<file path="src/rtl/imm_ext_arbiter.sv">
// Two-requester round-robin arbiter feeding a single-entry immediate-extension
// result register. Grants are combinational; the extended result is registered.
module imm_ext_arbiter #(
  parameter bit RR_INIT = 1'b0
) (
  input  logic        clk,
  input  logic        rst,
  input  logic        req0_valid,
  input  logic [19:0] req0_imm,
  input  logic [1:0]  req0_mode,
  output logic        req0_ready,
  input  logic        req1_valid,
  input  logic [19:0] req1_imm,
  input  logic [1:0]  req1_mode,
  output logic        req1_ready,
  output logic        out_valid,
  input  logic        out_ready,
  output logic [31:0] out_data,
  output logic        out_src
);

  localparam int unsigned IMM_W  = 20;
  localparam int unsigned DATA_W = 32;
  localparam int unsigned LO_W   = 12;

  typedef enum logic {
    EMPTY = 1'b0,
    FULL  = 1'b1
  } state_t;

  state_t             state;
  state_t             state_nxt;
  logic               ptr;
  logic               ptr_nxt;
  logic               can_accept;
  logic               grant0;
  logic               grant1;
  logic [IMM_W-1:0]   sel_imm;
  logic [1:0]         sel_mode;

  // Build the 32-bit immediate for one of the four extension modes
  function automatic logic [DATA_W-1:0] ext_imm(input logic [IMM_W-1:0] imm,
                                                input logic [1:0]       mode);
    logic [DATA_W-1:0] res;
    unique case (mode)
      2'b00:   res = {{(DATA_W-IMM_W){1'b0}}, imm};
      2'b01:   res = {imm, {LO_W{1'b0}}};
      2'b10:   res = {{(DATA_W-LO_W){imm[LO_W-1]}}, imm[LO_W-1:0]};
      default: res = {{(DATA_W-IMM_W){imm[IMM_W-1]}}, imm};
    endcase
    return res;
  endfunction

  // State and priority pointer registers
  always_ff @(posedge clk) begin
    if (rst) begin
      state <= EMPTY;
      ptr   <= RR_INIT;
    end else begin
      state <= state_nxt;
      ptr   <= ptr_nxt;
    end
  end

  // Grant selection, next-state and pointer update; no grant while in reset
  always_comb begin
    state_nxt  = state;
    ptr_nxt    = ptr;
    grant0     = 1'b0;
    grant1     = 1'b0;
    can_accept = !rst && ((state == EMPTY) || out_ready);
    if (can_accept) begin
      grant0 = req0_valid && (!req1_valid || (ptr == 1'b0));
      grant1 = req1_valid && (!req0_valid || (ptr == 1'b1));
    end
    if (grant0 || grant1) begin
      state_nxt = FULL;
      ptr_nxt   = grant0;
    end else if ((state == FULL) && out_ready) begin
      state_nxt = EMPTY;
    end
  end

  // Operand mux; only consumed in a grant cycle
  always_comb begin
    sel_imm  = req0_imm;
    sel_mode = req0_mode;
    if (grant1) begin
      sel_imm  = req1_imm;
      sel_mode = req1_mode;
    end
  end

  // Result register: loads on grant, otherwise holds
  always_ff @(posedge clk) begin
    if (rst) begin
      out_data <= '0;
      out_src  <= 1'b0;
    end else if (grant0 || grant1) begin
      out_data <= ext_imm(sel_imm, sel_mode);
      out_src  <= grant1;
    end
  end

  assign req0_ready = grant0;
  assign req1_ready = grant1;
  assign out_valid  = (state == FULL);

endmodule

</file>
<file path="config.mk">
export PLATFORM = sky130hd
export DESIGN_NAME = imm_ext_arbiter
export DESIGN_NICKNAME = d
export VERILOG_FILES = /design/src/rtl/imm_ext_arbiter.sv
export SDC_FILE = /design/constraint.sdc
export NUM_CORES = 1
export LEC_CHECK = 0
export CAP_MARGIN = 20
export CORE_ASPECT_RATIO = 2
export CORE_MARGIN = 3
export CORE_UTILIZATION = 44
export DETAILED_ROUTE_END_ITERATION = 16
export GPL_TIMING_DRIVEN = 1
export PLACE_DENSITY = 0.79
export SLEW_MARGIN = 20
export SYNTH_ARGS = -nofsm -noshare
export SYNTH_HDL_FRONTEND = slang
export SYNTH_SLANG_ARGS = --single-unit
</file>
<file path="constraint.sdc">
create_clock -name clk -period 5.3 [get_ports clk]
set_clock_uncertainty 0.15 [all_clocks]
set_input_delay 0.53 -clock clk [delete_from_list [all_inputs] [get_ports clk]]
set_output_delay 0.53 -clock clk [all_outputs]
set_load 0.01 [all_outputs]
</file>
==> report_table.html, run 1 <==
<table>
<tr><th>Metric</th><th>Value</th></tr>
<tr><th colspan="2">Yosys</th></tr>
<tr><td>Dominant register cell in the synthesized netlist</td><td>sky130_fd_sc_hd__dfxtp_1</td></tr>
<tr><td>Cells after synthesis</td><td>240</td></tr>
<tr><td>Post-synthesis sequential area ratio</td><td>0.3450</td></tr>
<tr><td>Number of distinct library cells after synthesis</td><td>40</td></tr>
<tr><td>Top cell type's share of synthesized area</td><td>0.3450</td></tr>
<tr><td>Most numerous cell types in the synthesized netlist</td><td>35 x sky130_fd_sc_hd__dfxtp_1, 31 x sky130_fd_sc_hd__nor2_1, 21 x sky130_fd_sc_hd__nand2_1</td></tr>
<tr><td>Nets in the synthesized netlist</td><td>289</td></tr>
<tr><td>Summed instance area of the synthesized netlist</td><td>2031 sq um</td></tr>
<tr><td>Biggest area contributors in the synthesized netlist</td><td>sky130_fd_sc_hd__dfxtp_1 35%, sky130_fd_sc_hd__mux2_2 7.2%, sky130_fd_sc_hd__a211oi_1 6.3%</td></tr>
<tr><td>Share of synthesized registers carrying an async set or reset</td><td>0</td></tr>
<tr><td>Number of enable-type register cells in the synthesized netlist</td><td>0</td></tr>
<tr><td>Leading cell type by number of instances after synthesis</td><td>sky130_fd_sc_hd__dfxtp_1</td></tr>
<tr><td>Avg Inst Size Synth</td><td>8.461 sq um</td></tr>
<tr><td>Count of warnings emitted by yosys</td><td>0</td></tr>
<tr><td>Post-synth top area cell</td><td>sky130_fd_sc_hd__dfxtp_1</td></tr>
<tr><td>Number of synthesized register bits</td><td>35</td></tr>
<tr><th colspan="2">Clocking</th></tr>
<tr><td>Clock insertion delay at the later pin of the skew report</td><td>0.28 ns</td></tr>
<tr><td>Maximum count of clock buffers along a single path</td><td>2</td></tr>
<tr><td>TritonCTS clock tree</td><td>done</td></tr>
<tr><td>CTS Hold Bufs</td><td>0</td></tr>
<tr><td>Clock Root Buffer</td><td>sky130_fd_sc_hd__clkbuf_8</td></tr>
<tr><td>Count of cells resized by post-cts repair</td><td>0</td></tr>
<tr><td>Sinks on Clock Net</td><td>35</td></tr>
<tr><td>Inserted Clock Buffers</td><td>5</td></tr>
<tr><td>Setup repair bufs after CTS</td><td>0</td></tr>
<tr><td>Max H-tree Level</td><td>2</td></tr>
<tr><td>Clock edge transition at the registers on the reported setup and hold paths</td><td>0.07 ns</td></tr>
<tr><th colspan="2">Placement</th></tr>
<tr><td>GP Congestion</td><td>0.8926</td></tr>
<tr><td>Estimated wirelength of the detail-placed design</td><td>5.066 mm</td></tr>
<tr><td># port buffers</td><td>84</td></tr>
<tr><td>Pre-CTS setup slack</td><td>1.643 ns</td></tr>
<tr><td>Total placed instance area</td><td>2884 sq um</td></tr>
<tr><th colspan="2">Critical path</th></tr>
<tr><td>FF-to-FF End</td><td>out_data[13]</td></tr>
<tr><td>Cell type with the highest occurrence count on the critical path</td><td>sky130_fd_sc_hd__clkdlybuf4s50_1</td></tr>
<tr><td>Worst Path Buf+Inv</td><td>4</td></tr>
<tr><td>Family of cells with the greatest summed delay on the critical path</td><td>buffers and inverters</td></tr>
<tr><td>Reg2reg start</td><td>out_valid</td></tr>
<tr><td>Ordered list of cells on the worst path</td><td>clkdlybuf4s50_1 -&gt; buf_4 -&gt; or4b_4 -&gt; inv_2 -&gt; clkdlybuf4s50_1</td></tr>
<tr><td>Sort of element at the start of the critical path</td><td>primary input</td></tr>
<tr><td>Worst endpoint data arrival time</td><td>2.99 ns</td></tr>
<tr><td>Crit-path max FO</td><td>36</td></tr>
<tr><td>Number of cells traversed by the worst register-to-register path</td><td>6</td></tr>
<tr><td>Kind of capture point of the worst setup path</td><td>output pin</td></tr>
<tr><td>Worst setup slack for register-to-register paths</td><td>2.62 ns</td></tr>
<tr><td>Worst stage delay on the critical path</td><td>0.76 ns</td></tr>
<tr><td>Critical path type</td><td>in2out</td></tr>
<tr><td>Slowest stage cell, crit path</td><td>sky130_fd_sc_hd__or4b_4</td></tr>
<tr><td>Req. time, crit path</td><td>4.62 ns</td></tr>
<tr><th colspan="2">Routing</th></tr>
<tr><td>Length of the first detailed-routing pass in iterations</td><td>4</td></tr>
<tr><td>Wire length per cell</td><td>17.54 microns</td></tr>
<tr><td>DRT iter0 DRCs</td><td>49</td></tr>
<tr><td>Total number of vias</td><td>2163</td></tr>
<tr><td>Number of vias per cell after detailed routing</td><td>5.799</td></tr>
<tr><td>DRC violation count after routing</td><td>0</td></tr>
<tr><td>Total detailed-routing wirelength</td><td>6.542 mm</td></tr>
<tr><td>Post-detailed-route count of antenna-violating nets</td><td>0</td></tr>
<tr><th colspan="2">Cells and area</th></tr>
<tr><td>Final layout net count</td><td>367</td></tr>
<tr><td>Final core occ</td><td>0.6776</td></tr>
<tr><td>Filler instances</td><td>389</td></tr>
<tr><td>Post-route standard cell area excluding fillers</td><td>2969 sq um</td></tr>
<tr><td>Area Growth Syn to Fin</td><td>46.21%</td></tr>
<tr><td>Diodes inserted</td><td>0</td></tr>
<tr><td>Layout cells sized above 1</td><td>0.09718</td></tr>
<tr><th colspan="2">Floorplan</th></tr>
<tr><td>Starting Density</td><td>0.4634</td></tr>
<tr><td>Die Footprint</td><td>5516 sq um</td></tr>
<tr><td>Standard-cell rows</td><td>34</td></tr>
<tr><td>Floorplan core area</td><td>4382 sq um</td></tr>
<tr><td>Top Ports</td><td>85</td></tr>
<tr><td>Vertical extent of the die</td><td>102.1 microns</td></tr>
<tr><td>Die extent in x</td><td>54.04 microns</td></tr>
<tr><th colspan="2">Timing</th></tr>
<tr><td>Setup repair after global routing missed its margin</td><td>no</td></tr>
<tr><td>Final worst slack</td><td>1.631 ns</td></tr>
<tr><td>Hold violation total from the final report</td><td>0</td></tr>
<tr><td>Setup total negative slack</td><td>0 ns</td></tr>
<tr><td>Pins over their slew limit</td><td>0</td></tr>
<tr><td>Slew of the pin with the lowest slew margin</td><td>0.6278 ns</td></tr>
<tr><td>Final Setup Violations</td><td>0</td></tr>
<tr><td>Fin crit share</td><td>0.6922</td></tr>
<tr><td>FMAX</td><td>272.6 MHz</td></tr>
<tr><td>Final period demand of the worst path</td><td>3.669 ns</td></tr>
<tr><td>Normalized max-slew margin</td><td>0.5815</td></tr>
<tr><th colspan="2">Power and ir drop</th></tr>
<tr><td>Static leakage</td><td>1.117 nW</td></tr>
<tr><td>Worst ir drop on vdd</td><td>169.9 uV</td></tr>
<tr><td>PD cells</td><td>237.0 nW/um^2</td></tr>
<tr><td>Total power of the final layout</td><td>0.0007037 W</td></tr>
<tr><th colspan="2">Min path</th></tr>
<tr><td>Cell count of the worst hold path</td><td>2</td></tr>
<tr><td>Worst hold path type</td><td>reg2reg</td></tr>
<tr><td>Hold wc startpoint</td><td>out_data[3]</td></tr>
<tr><td>Hold Path End</td><td>out_data[3]</td></tr>
<tr><th colspan="2">Global routing</th></tr>
<tr><td>Via count of the first global-routing pass</td><td>2118</td></tr>
<tr><td>Leftover overflow at the end of global routing</td><td>0</td></tr>
<tr><td>Antenna violations before repair</td><td>0</td></tr>
<tr><td>First-pass GRT wire length</td><td>10.17 mm</td></tr>
<tr><td>Maximum number of pins on one net before global-route repair</td><td>37</td></tr>
<tr><td>GRT Resource Usage Total</td><td>0.2531</td></tr>
<tr><th colspan="2">Flow run</th></tr>
<tr><td>Max-Cap Viols</td><td>0</td></tr>
<tr><th colspan="2">Run status</th></tr>
<tr><td>Outcome</td><td>complete, no violations</td></tr>
</table>
[layout make-up]
type / instances / area [sq um] / share of cell area
Clock buffer: 6 / 72.57 / 0.02444
Clock inverter: 2 / 12.51 / 0.004214
Inverter: 4 / 15.01 / 0.005057
Multi-Input combinational cell: 185 / 1237 / 0.4168
Sequential cell: 35 / 700.7 / 0.2360
Tap cell: 54 / 67.56 / 0.02276
Timing Repair Buffer: 87 / 863.3 / 0.2908
[flip-flops by register name, summed over array words and instances, names as in the netlist]
name,count
out_data,32
out_src,1
out_valid,1
ptr,1
[through the flow]
stage | instances | hold WS [ns]
5_1_grt | 373 | 0.3297
2_1_floorplan | 240 | 0.3259
3_3_place_gp | 365 | 0.2885
6_report | 373 | 0.3059
3_5_place_dp | 365 | 0.2963
4_1_cts | 373 | 0.3080
[where the power goes]
| group | leakage, nW | internal (W) | total, W | switching [W] |
|---|---|---|---|---|
| sequential | 0.289 | 0.000286 | 0.000299 | 0.0000129 |
| clock | 0.0412 | 0.0000918 | 0.000185 | 0.0000937 |
| combinational | 0.787 | 0.000117 | 0.000219 | 0.000102 |
[worst max-delay path by stage]
stage	slack, ns	from	endpoint	cells past startpoint
final	1.63	rst	req1_ready	5
after CTS	1.64	rst	req1_ready	5
after global placement	1.65	rst	req1_ready	5
after detailed placement	1.64	rst	req1_ready	5
after global routing	1.53	rst	req1_ready	5
after floorplan	2.96	rst	req0_ready	2
[layout by cell type (no fill, tap or decap), types with 2 or more instances in the layout]
cell,instances
sky130_fd_sc_hd__o21ai_0,19
sky130_fd_sc_hd__a222oi_1,2
sky130_fd_sc_hd__mux2_2,13
sky130_fd_sc_hd__and3_1,11
sky130_fd_sc_hd__a22oi_1,6
sky130_fd_sc_hd__a22o_1,3
sky130_fd_sc_hd__mux2i_1,10
sky130_fd_sc_hd__buf_4,3
sky130_fd_sc_hd__nand2b_1,6
sky130_fd_sc_hd__clkdlybuf4s50_1,84
sky130_fd_sc_hd__nand2_1,21
sky130_fd_sc_hd__nor3_1,2
sky130_fd_sc_hd__nand3_1,5
sky130_fd_sc_hd__a31oi_1,2
sky130_fd_sc_hd__o31ai_1,3
sky130_fd_sc_hd__a211oi_1,17
sky130_fd_sc_hd__a21oi_1,8
sky130_fd_sc_hd__dfxtp_1,35
sky130_fd_sc_hd__clkbuf_8,5
sky130_fd_sc_hd__inv_1,3
sky130_fd_sc_hd__nor4_1,4
sky130_fd_sc_hd__nor2b_1,2
sky130_fd_sc_hd__o221ai_1,2
sky130_fd_sc_hd__o211a_1,2
sky130_fd_sc_hd__nor2_1,31
sky130_fd_sc_hd__mux2i_4,2
sky130_fd_sc_hd__o211ai_1,2
[logic make-up after synthesis]
logic type      synth area share
simple gates              0.2120
compound gates            0.2471
flops                     0.3450
mux                       0.1436
buf+inv                  0.04806
xor+xnor                0.004314
[worst register-to-register path, cell delays in order, from the launching register on]
cell	delay [ns]
sky130_fd_sc_hd__dfxtp_1	0.31
sky130_fd_sc_hd__nor2b_4	0.14
sky130_fd_sc_hd__or4b_4	0.71
sky130_fd_sc_hd__inv_2	0.42
sky130_fd_sc_hd__nor3_1	0.11
sky130_fd_sc_hd__a211oi_1	0.54
sky130_fd_sc_hd__a211oi_1	0.17
[metal layers]
metal  up-vias  GRT usage  wire, microns
li1       1044          -              -
met1      1030     0.2579           2251
met2        73     0.4645           3739
met3        16    0.04380            328
met4         0     0.1305            223
met5         -          0              0
No activity file was read; power rests on OpenSTA's default activity.
==> run 2: changes to the inputs <==
- CORE_UTILIZATION: 44 -> 43
- PLACE_DENSITY: 0.79 -> 0.78
- clock period: 5.3 -> 3.75 ns (I/O delays scaled with it)
==> report_table.html, run 2 (same netlist as run 1, synthesis figures left out) <==
<table>
<tr><th>Metric</th><th>Value</th></tr>
<tr><th colspan="2">Flow run</th></tr>
<tr><td>Max-Cap Viols</td><td>0</td></tr>
<tr><th colspan="2">Timing</th></tr>
<tr><td>Pins over their slew limit</td><td>0</td></tr>
<tr><td>Final Setup Violations</td><td>0</td></tr>
<tr><td>Normalized max-slew margin</td><td>0.5170</td></tr>
<tr><td>Setup total negative slack</td><td>0 ns</td></tr>
<tr><td>FMAX</td><td>323.9 MHz</td></tr>
<tr><td>Fin crit share</td><td>0.8233</td></tr>
<tr><td>Slew of the pin with the lowest slew margin</td><td>0.7227 ns</td></tr>
<tr><td>Final period demand of the worst path</td><td>3.087 ns</td></tr>
<tr><td>Setup repair after global routing missed its margin</td><td>no</td></tr>
<tr><td>Final worst slack</td><td>0.6626 ns</td></tr>
<tr><td>Hold violation total from the final report</td><td>0</td></tr>
<tr><th colspan="2">Placement</th></tr>
<tr><td>Estimated wirelength of the detail-placed design</td><td>5.219 mm</td></tr>
<tr><td>GP Congestion</td><td>0.8881</td></tr>
<tr><td>Pre-CTS setup slack</td><td>0.6850 ns</td></tr>
<tr><td># port buffers</td><td>84</td></tr>
<tr><th colspan="2">Floorplan</th></tr>
<tr><td>Standard-cell rows</td><td>34</td></tr>
<tr><td>Top Ports</td><td>85</td></tr>
<tr><td>Die Footprint</td><td>5633 sq um</td></tr>
<tr><td>Vertical extent of the die</td><td>103.2 microns</td></tr>
<tr><td>Floorplan core area</td><td>4467 sq um</td></tr>
<tr><td>Die extent in x</td><td>54.59 microns</td></tr>
<tr><td>Starting Density</td><td>0.4546</td></tr>
<tr><th colspan="2">Cells and area</th></tr>
<tr><td>Final layout net count</td><td>368</td></tr>
<tr><td>Layout cells sized above 1</td><td>0.1000</td></tr>
<tr><td>Diodes inserted</td><td>0</td></tr>
<tr><td>Highest-count cells in the layout ignoring fill and taps</td><td>84 x sky130_fd_sc_hd__clkdlybuf4s50_1, 35 x sky130_fd_sc_hd__dfxtp_1, 31 x sky130_fd_sc_hd__nor2_1</td></tr>
<tr><td>Number of flip-flops under the largest register name</td><td>32</td></tr>
<tr><td>Most common cell after layout, fill and taps aside</td><td>sky130_fd_sc_hd__clkdlybuf4s50_1</td></tr>
<tr><td>Area Growth Syn to Fin</td><td>47.32%</td></tr>
<tr><td>Largest reg by FF count</td><td>out_data</td></tr>
<tr><th colspan="2">Power and ir drop</th></tr>
<tr><td>Static leakage</td><td>1.133 nW</td></tr>
<tr><td>Worst ir drop on vdd</td><td>300.2 uV</td></tr>
<tr><td>PD cells</td><td>345.1 nW/um^2</td></tr>
<tr><td>Total power of the final layout</td><td>0.001032 W</td></tr>
<tr><th colspan="2">Min path</th></tr>
<tr><td>Worst hold path type</td><td>reg2reg</td></tr>
<tr><th colspan="2">Routing</th></tr>
<tr><td>Length of the first detailed-routing pass in iterations</td><td>5</td></tr>
<tr><td>DRC violation count after routing</td><td>0</td></tr>
<tr><td>Wire length per cell</td><td>17.76 microns</td></tr>
<tr><td>Total number of vias</td><td>2184</td></tr>
<tr><td>Post-detailed-route count of antenna-violating nets</td><td>0</td></tr>
<tr><td>Total detailed-routing wirelength</td><td>6.644 mm</td></tr>
<tr><td>Number of vias per cell after detailed routing</td><td>5.840</td></tr>
<tr><td>DRT iter0 DRCs</td><td>61</td></tr>
<tr><th colspan="2">Clocking</th></tr>
<tr><td>CTS Hold Bufs</td><td>0</td></tr>
<tr><td>Count of cells resized by post-cts repair</td><td>0</td></tr>
<tr><td>Clock edge transition at the registers on the reported setup and hold paths</td><td>0.07 ns</td></tr>
<tr><td>Inserted Clock Buffers</td><td>5</td></tr>
<tr><td>TritonCTS clock tree</td><td>done</td></tr>
<tr><td>Clock Root Buffer</td><td>sky130_fd_sc_hd__clkbuf_8</td></tr>
<tr><td>Max H-tree Level</td><td>2</td></tr>
<tr><td>Clock insertion delay at the later pin of the skew report</td><td>0.28 ns</td></tr>
<tr><td>Setup repair bufs after CTS</td><td>0</td></tr>
<tr><td>Maximum count of clock buffers along a single path</td><td>2</td></tr>
<tr><td>Sinks on Clock Net</td><td>35</td></tr>
<tr><th colspan="2">Global routing</th></tr>
<tr><td>GRT Resource Usage Total</td><td>0.2473</td></tr>
<tr><td>Antenna violations before repair</td><td>0</td></tr>
<tr><td>Maximum number of pins on one net before global-route repair</td><td>28</td></tr>
<tr><td>Via count of the first global-routing pass</td><td>2205</td></tr>
<tr><td>First-pass GRT wire length</td><td>10.09 mm</td></tr>
<tr><td>Leftover overflow at the end of global routing</td><td>0</td></tr>
<tr><th colspan="2">Critical path</th></tr>
<tr><td>Sort of element at the start of the critical path</td><td>primary input</td></tr>
<tr><td>Worst endpoint data arrival time</td><td>2.56 ns</td></tr>
<tr><td>Critical path type</td><td>in2out</td></tr>
<tr><td>Kind of capture point of the worst setup path</td><td>output pin</td></tr>
<tr><td>Req. time, crit path</td><td>3.22 ns</td></tr>
<tr><td>Crit-path max FO</td><td>27</td></tr>
<tr><th colspan="2">Run status</th></tr>
<tr><td>Outcome</td><td>complete, no violations</td></tr>
</table>
[run 2: layout make-up]
class / count / area [sq um]
inverter: 4 / 15.01
multi-input combinational: 185 / 1237
timing repair buffer: 88 / 870.8
tap: 54 / 67.56
fill: 419 / 1475
sequential: 35 / 700.7
clock buffer: 8 / 100.1
[run 2: worst max-delay path, stage by stage]
cell and delay [ns]:
sky130_fd_sc_hd__clkdlybuf4s50_1 0.60, sky130_fd_sc_hd__or4b_4 0.82, sky130_fd_sc_hd__inv_2 0.20, sky130_fd_sc_hd__clkdlybuf4s50_1 0.57
[run 2: path summary, 6_finish.rpt]
check | startpoint | to | slack (ns) | cells after the start
worst max-delay path | rst | req1_ready | 0.66 | 4
worst min-delay path | out_data[0] | out_data[0] | 0.31 | 2
worst max register to register | out_valid | out_data[29] | 1.32 | 5
worst min register to register | out_data[0] | out_data[0] | 0.31 | 2
[run 2: where the power goes]
group	switching, W	internal, W	total, W	leakage, nW
clock	0.000130	0.000168	0.000297	0.0515
combinational	0.000145	0.000166	0.000311	0.793
sequential	0.0000193	0.000405	0.000424	0.289
[run 2: stage by stage]
step                instance area (sq um)  hold WS [ns]  utilization  instances
floorplan                            2031        0.3259            -        240
CTS                                  2992        0.3087       0.6697        374
finish                               2992        0.3061       0.6697        374
detailed placement                   2892        0.2994       0.6473        366
global placement                     2892        0.2903       0.6473        366
global route                         2992        0.3283       0.6697        374
[run 2: routing by layer]
metal	up-vias	wire length (microns)	track usage
li1	1045	-	-
met1	1043	2285	0.2330
met2	77	3852	0.4690
met3	19	287	0.04591
met4	0	218	0.1267
met5	-	0	0
==> run 3: changes to the inputs <==
- clock period: 3.75 -> 2.9 ns (I/O delays scaled with it)
==> report_table.html, run 3 (same netlist as run 1, synthesis figures left out) <==
<table>
<tr><th>Metric</th><th>Value</th></tr>
<tr><th colspan="2">Flow run</th></tr>
<tr><td>Max-Cap Viols</td><td>0</td></tr>
<tr><th colspan="2">Power and ir drop</th></tr>
<tr><td>Static leakage</td><td>1.163 nW</td></tr>
<tr><td>PD cells</td><td>458.9 nW/um^2</td></tr>
<tr><td>Worst ir drop on vdd</td><td>378.9 uV</td></tr>
<tr><th colspan="2">Placement</th></tr>
<tr><td>Placed Cells</td><td>371</td></tr>
<tr><td># port buffers</td><td>84</td></tr>
<tr><td>GP Congestion</td><td>0.9436</td></tr>
<tr><td>Estimated wirelength of the detail-placed design</td><td>5.029 mm</td></tr>
<tr><th colspan="2">Cells and area</th></tr>
<tr><td>Largest reg by FF count</td><td>out_data</td></tr>
<tr><td>Layout cells sized above 1</td><td>0.1169</td></tr>
<tr><td>Register area</td><td>700.7 sq um</td></tr>
<tr><td>Number of flip-flops under the largest register name</td><td>32</td></tr>
<tr><td>Filler instances</td><td>416</td></tr>
<tr><td>Final layout net count</td><td>373</td></tr>
<tr><td>Diodes inserted</td><td>0</td></tr>
<tr><td>Area Growth Syn to Fin</td><td>49.78%</td></tr>
<tr><td>Multi-input gate area in the final layout</td><td>1237 sq um</td></tr>
<tr><td>Highest-count cells in the layout ignoring fill and taps</td><td>84 x sky130_fd_sc_hd__clkdlybuf4s50_1, 35 x sky130_fd_sc_hd__dfxtp_1, 31 x sky130_fd_sc_hd__nor2_1</td></tr>
<tr><td>Most common cell after layout, fill and taps aside</td><td>sky130_fd_sc_hd__clkdlybuf4s50_1</td></tr>
<tr><td>Number of standard cells in the final layout excluding fillers</td><td>379</td></tr>
<tr><th colspan="2">Timing</th></tr>
<tr><td>Final period demand of the worst path</td><td>2.602 ns</td></tr>
<tr><td>FMAX</td><td>384.3 MHz</td></tr>
<tr><td>Final Setup Violations</td><td>0</td></tr>
<tr><td>Slew of the pin with the lowest slew margin</td><td>0.6405 ns</td></tr>
<tr><td>Fin crit share</td><td>0.8974</td></tr>
<tr><td>Pins over their slew limit</td><td>0</td></tr>
<tr><td>Normalized max-slew margin</td><td>0.5730</td></tr>
<tr><td>Setup total negative slack</td><td>0 ns</td></tr>
<tr><td>Hold violation total from the final report</td><td>0</td></tr>
<tr><td>Setup repair after global routing missed its margin</td><td>no</td></tr>
<tr><th colspan="2">Routing</th></tr>
<tr><td>Post-detailed-route count of antenna-violating nets</td><td>0</td></tr>
<tr><td>DRC violation count after routing</td><td>0</td></tr>
<tr><td>Wire length per cell</td><td>17.08 microns</td></tr>
<tr><td>DRT iter0 DRCs</td><td>63</td></tr>
<tr><td>Number of vias per cell after detailed routing</td><td>5.763</td></tr>
<tr><td>Total number of vias</td><td>2184</td></tr>
<tr><td>Length of the first detailed-routing pass in iterations</td><td>4</td></tr>
<tr><td>Total detailed-routing wirelength</td><td>6.475 mm</td></tr>
<tr><th colspan="2">Critical path</th></tr>
<tr><td>Ordered list of cells on the worst path</td><td>clkdlybuf4s50_1 -&gt; nor2b_4 -&gt; or4b_4 -&gt; inv_2 -&gt; clkdlybuf4s50_1</td></tr>
<tr><td>Sort of element at the start of the critical path</td><td>primary input</td></tr>
<tr><td>Cell type with the highest occurrence count on the critical path</td><td>sky130_fd_sc_hd__clkdlybuf4s50_1</td></tr>
<tr><td>Worst endpoint data arrival time</td><td>2.16 ns</td></tr>
<tr><td>Kind of capture point of the worst setup path</td><td>output pin</td></tr>
<tr><td>Worst stage delay on the critical path</td><td>0.64 ns</td></tr>
<tr><td>Crit-path max FO</td><td>15</td></tr>
<tr><td>Slowest stage cell, crit path</td><td>sky130_fd_sc_hd__or4b_4</td></tr>
<tr><td>Critical path type</td><td>in2out</td></tr>
<tr><td>Req. time, crit path</td><td>2.46 ns</td></tr>
<tr><th colspan="2">Clocking</th></tr>
<tr><td>Max H-tree Level</td><td>2</td></tr>
<tr><td>Maximum count of clock buffers along a single path</td><td>2</td></tr>
<tr><td>Clock Root Buffer</td><td>sky130_fd_sc_hd__clkbuf_8</td></tr>
<tr><td>Inserted Clock Buffers</td><td>5</td></tr>
<tr><td>Clock edge transition at the registers on the reported setup and hold paths</td><td>0.07 ns</td></tr>
<tr><td>Clock insertion delay at the later pin of the skew report</td><td>0.29 ns</td></tr>
<tr><td>Setup repair bufs after CTS</td><td>0</td></tr>
<tr><td>TritonCTS clock tree</td><td>done</td></tr>
<tr><td>Sinks on Clock Net</td><td>35</td></tr>
<tr><td>CTS Hold Bufs</td><td>0</td></tr>
<tr><td>Count of cells resized by post-cts repair</td><td>0</td></tr>
<tr><th colspan="2">Global routing</th></tr>
<tr><td>Antenna violations before repair</td><td>0</td></tr>
<tr><td>GRT Resource Usage Total</td><td>0.2529</td></tr>
<tr><td>Maximum number of pins on one net before global-route repair</td><td>33</td></tr>
<tr><td>First-pass GRT wire length</td><td>10.36 mm</td></tr>
<tr><td>Via count of the first global-routing pass</td><td>2218</td></tr>
<tr><td>Leftover overflow at the end of global routing</td><td>0</td></tr>
<tr><th colspan="2">Floorplan</th></tr>
<tr><td>Vertical extent of the die</td><td>103.2 microns</td></tr>
<tr><td>Top Ports</td><td>85</td></tr>
<tr><td>Starting Density</td><td>0.4546</td></tr>
<tr><td>Standard-cell rows</td><td>34</td></tr>
<tr><td>Floorplan core area</td><td>4467 sq um</td></tr>
<tr><td>Die Footprint</td><td>5633 sq um</td></tr>
<tr><td>Die extent in x</td><td>54.59 microns</td></tr>
<tr><th colspan="2">Min path</th></tr>
<tr><td>Worst hold path type</td><td>reg2reg</td></tr>
<tr><th colspan="2">Run status</th></tr>
<tr><td>Outcome</td><td>complete, no violations</td></tr>
</table>
## run 3: cell types whose count changed in the layout (fill, tap and decap cells not counted), sizes merged
cell | before | now
buf | 4 | 9
clkbuf | 8 | 5
clkinv | 0 | 2
bufinv | 0 | 1
## run 3: cell type report
type                    instances  area share
repair buffers                 93      0.2986
flip-flops and latches         35      0.2304
well taps                      54     0.02221
inverters                       4    0.004936
clock inverters                 3     0.01440
multi-input cells             185      0.4068
clock buffers                   5     0.02262
## run 3: worst paths after layout
path	slack, ns	endpoint	start	cells after the start
max	0.30	req1_ready	out_ready	5
min	0.30	out_data[4]	out_data[4]	2
max reg2reg	0.60	out_data[27]	out_valid	5
min reg2reg	0.30	out_data[4]	out_data[4]	2
## run 3: layer usage
layer | share of wire | up-vias | track usage
li1 | - | 1053 | -
met1 | 0.34 | 1029 | 0.2489
met2 | 0.56 | 86 | 0.4571
met3 | 0.063 | 16 | 0.04735
met4 | 0.033 | 0 | 0.1536
met5 | 0 | - | 0
## run 3: critical path, delay by kind of cell
family | cells | cell delay (ns)
buffers and inverters | 3 | 1.15
and+or+nand+nor | 2 | 0.71
## run 3: stage by stage
| step | utilization | worst slack, ns | power [W] | area, sq um | hold slack, ns |
|---|---|---|---|---|---|
| after global placement | 0.6557 | 0.2495 | 0.0009571 | 2929 | 0.2878 |
| after global routing | 0.6810 | 0.2617 | 0.001458 | 3042 | 0.3449 |
| after floorplan | - | 0.7841 | 0.0007537 | 2031 | 0.2711 |
| after detailed placement | 0.6557 | 0.1971 | 0.0009634 | 2929 | 0.2949 |
| after CTS | 0.6810 | 0.2907 | 0.001398 | 3042 | 0.3057 |
| final | 0.6810 | 0.2977 | 0.001396 | 3042 | 0.3037 |
## run 3: report_power, final
group | internal (W) | leakage [nW] | switching, W
Combinational | 0.000220 | 0.816 | 0.000185
Sequential | 0.000523 | 0.289 | 0.0000241
Clock | 0.000256 | 0.0581 | 0.000187
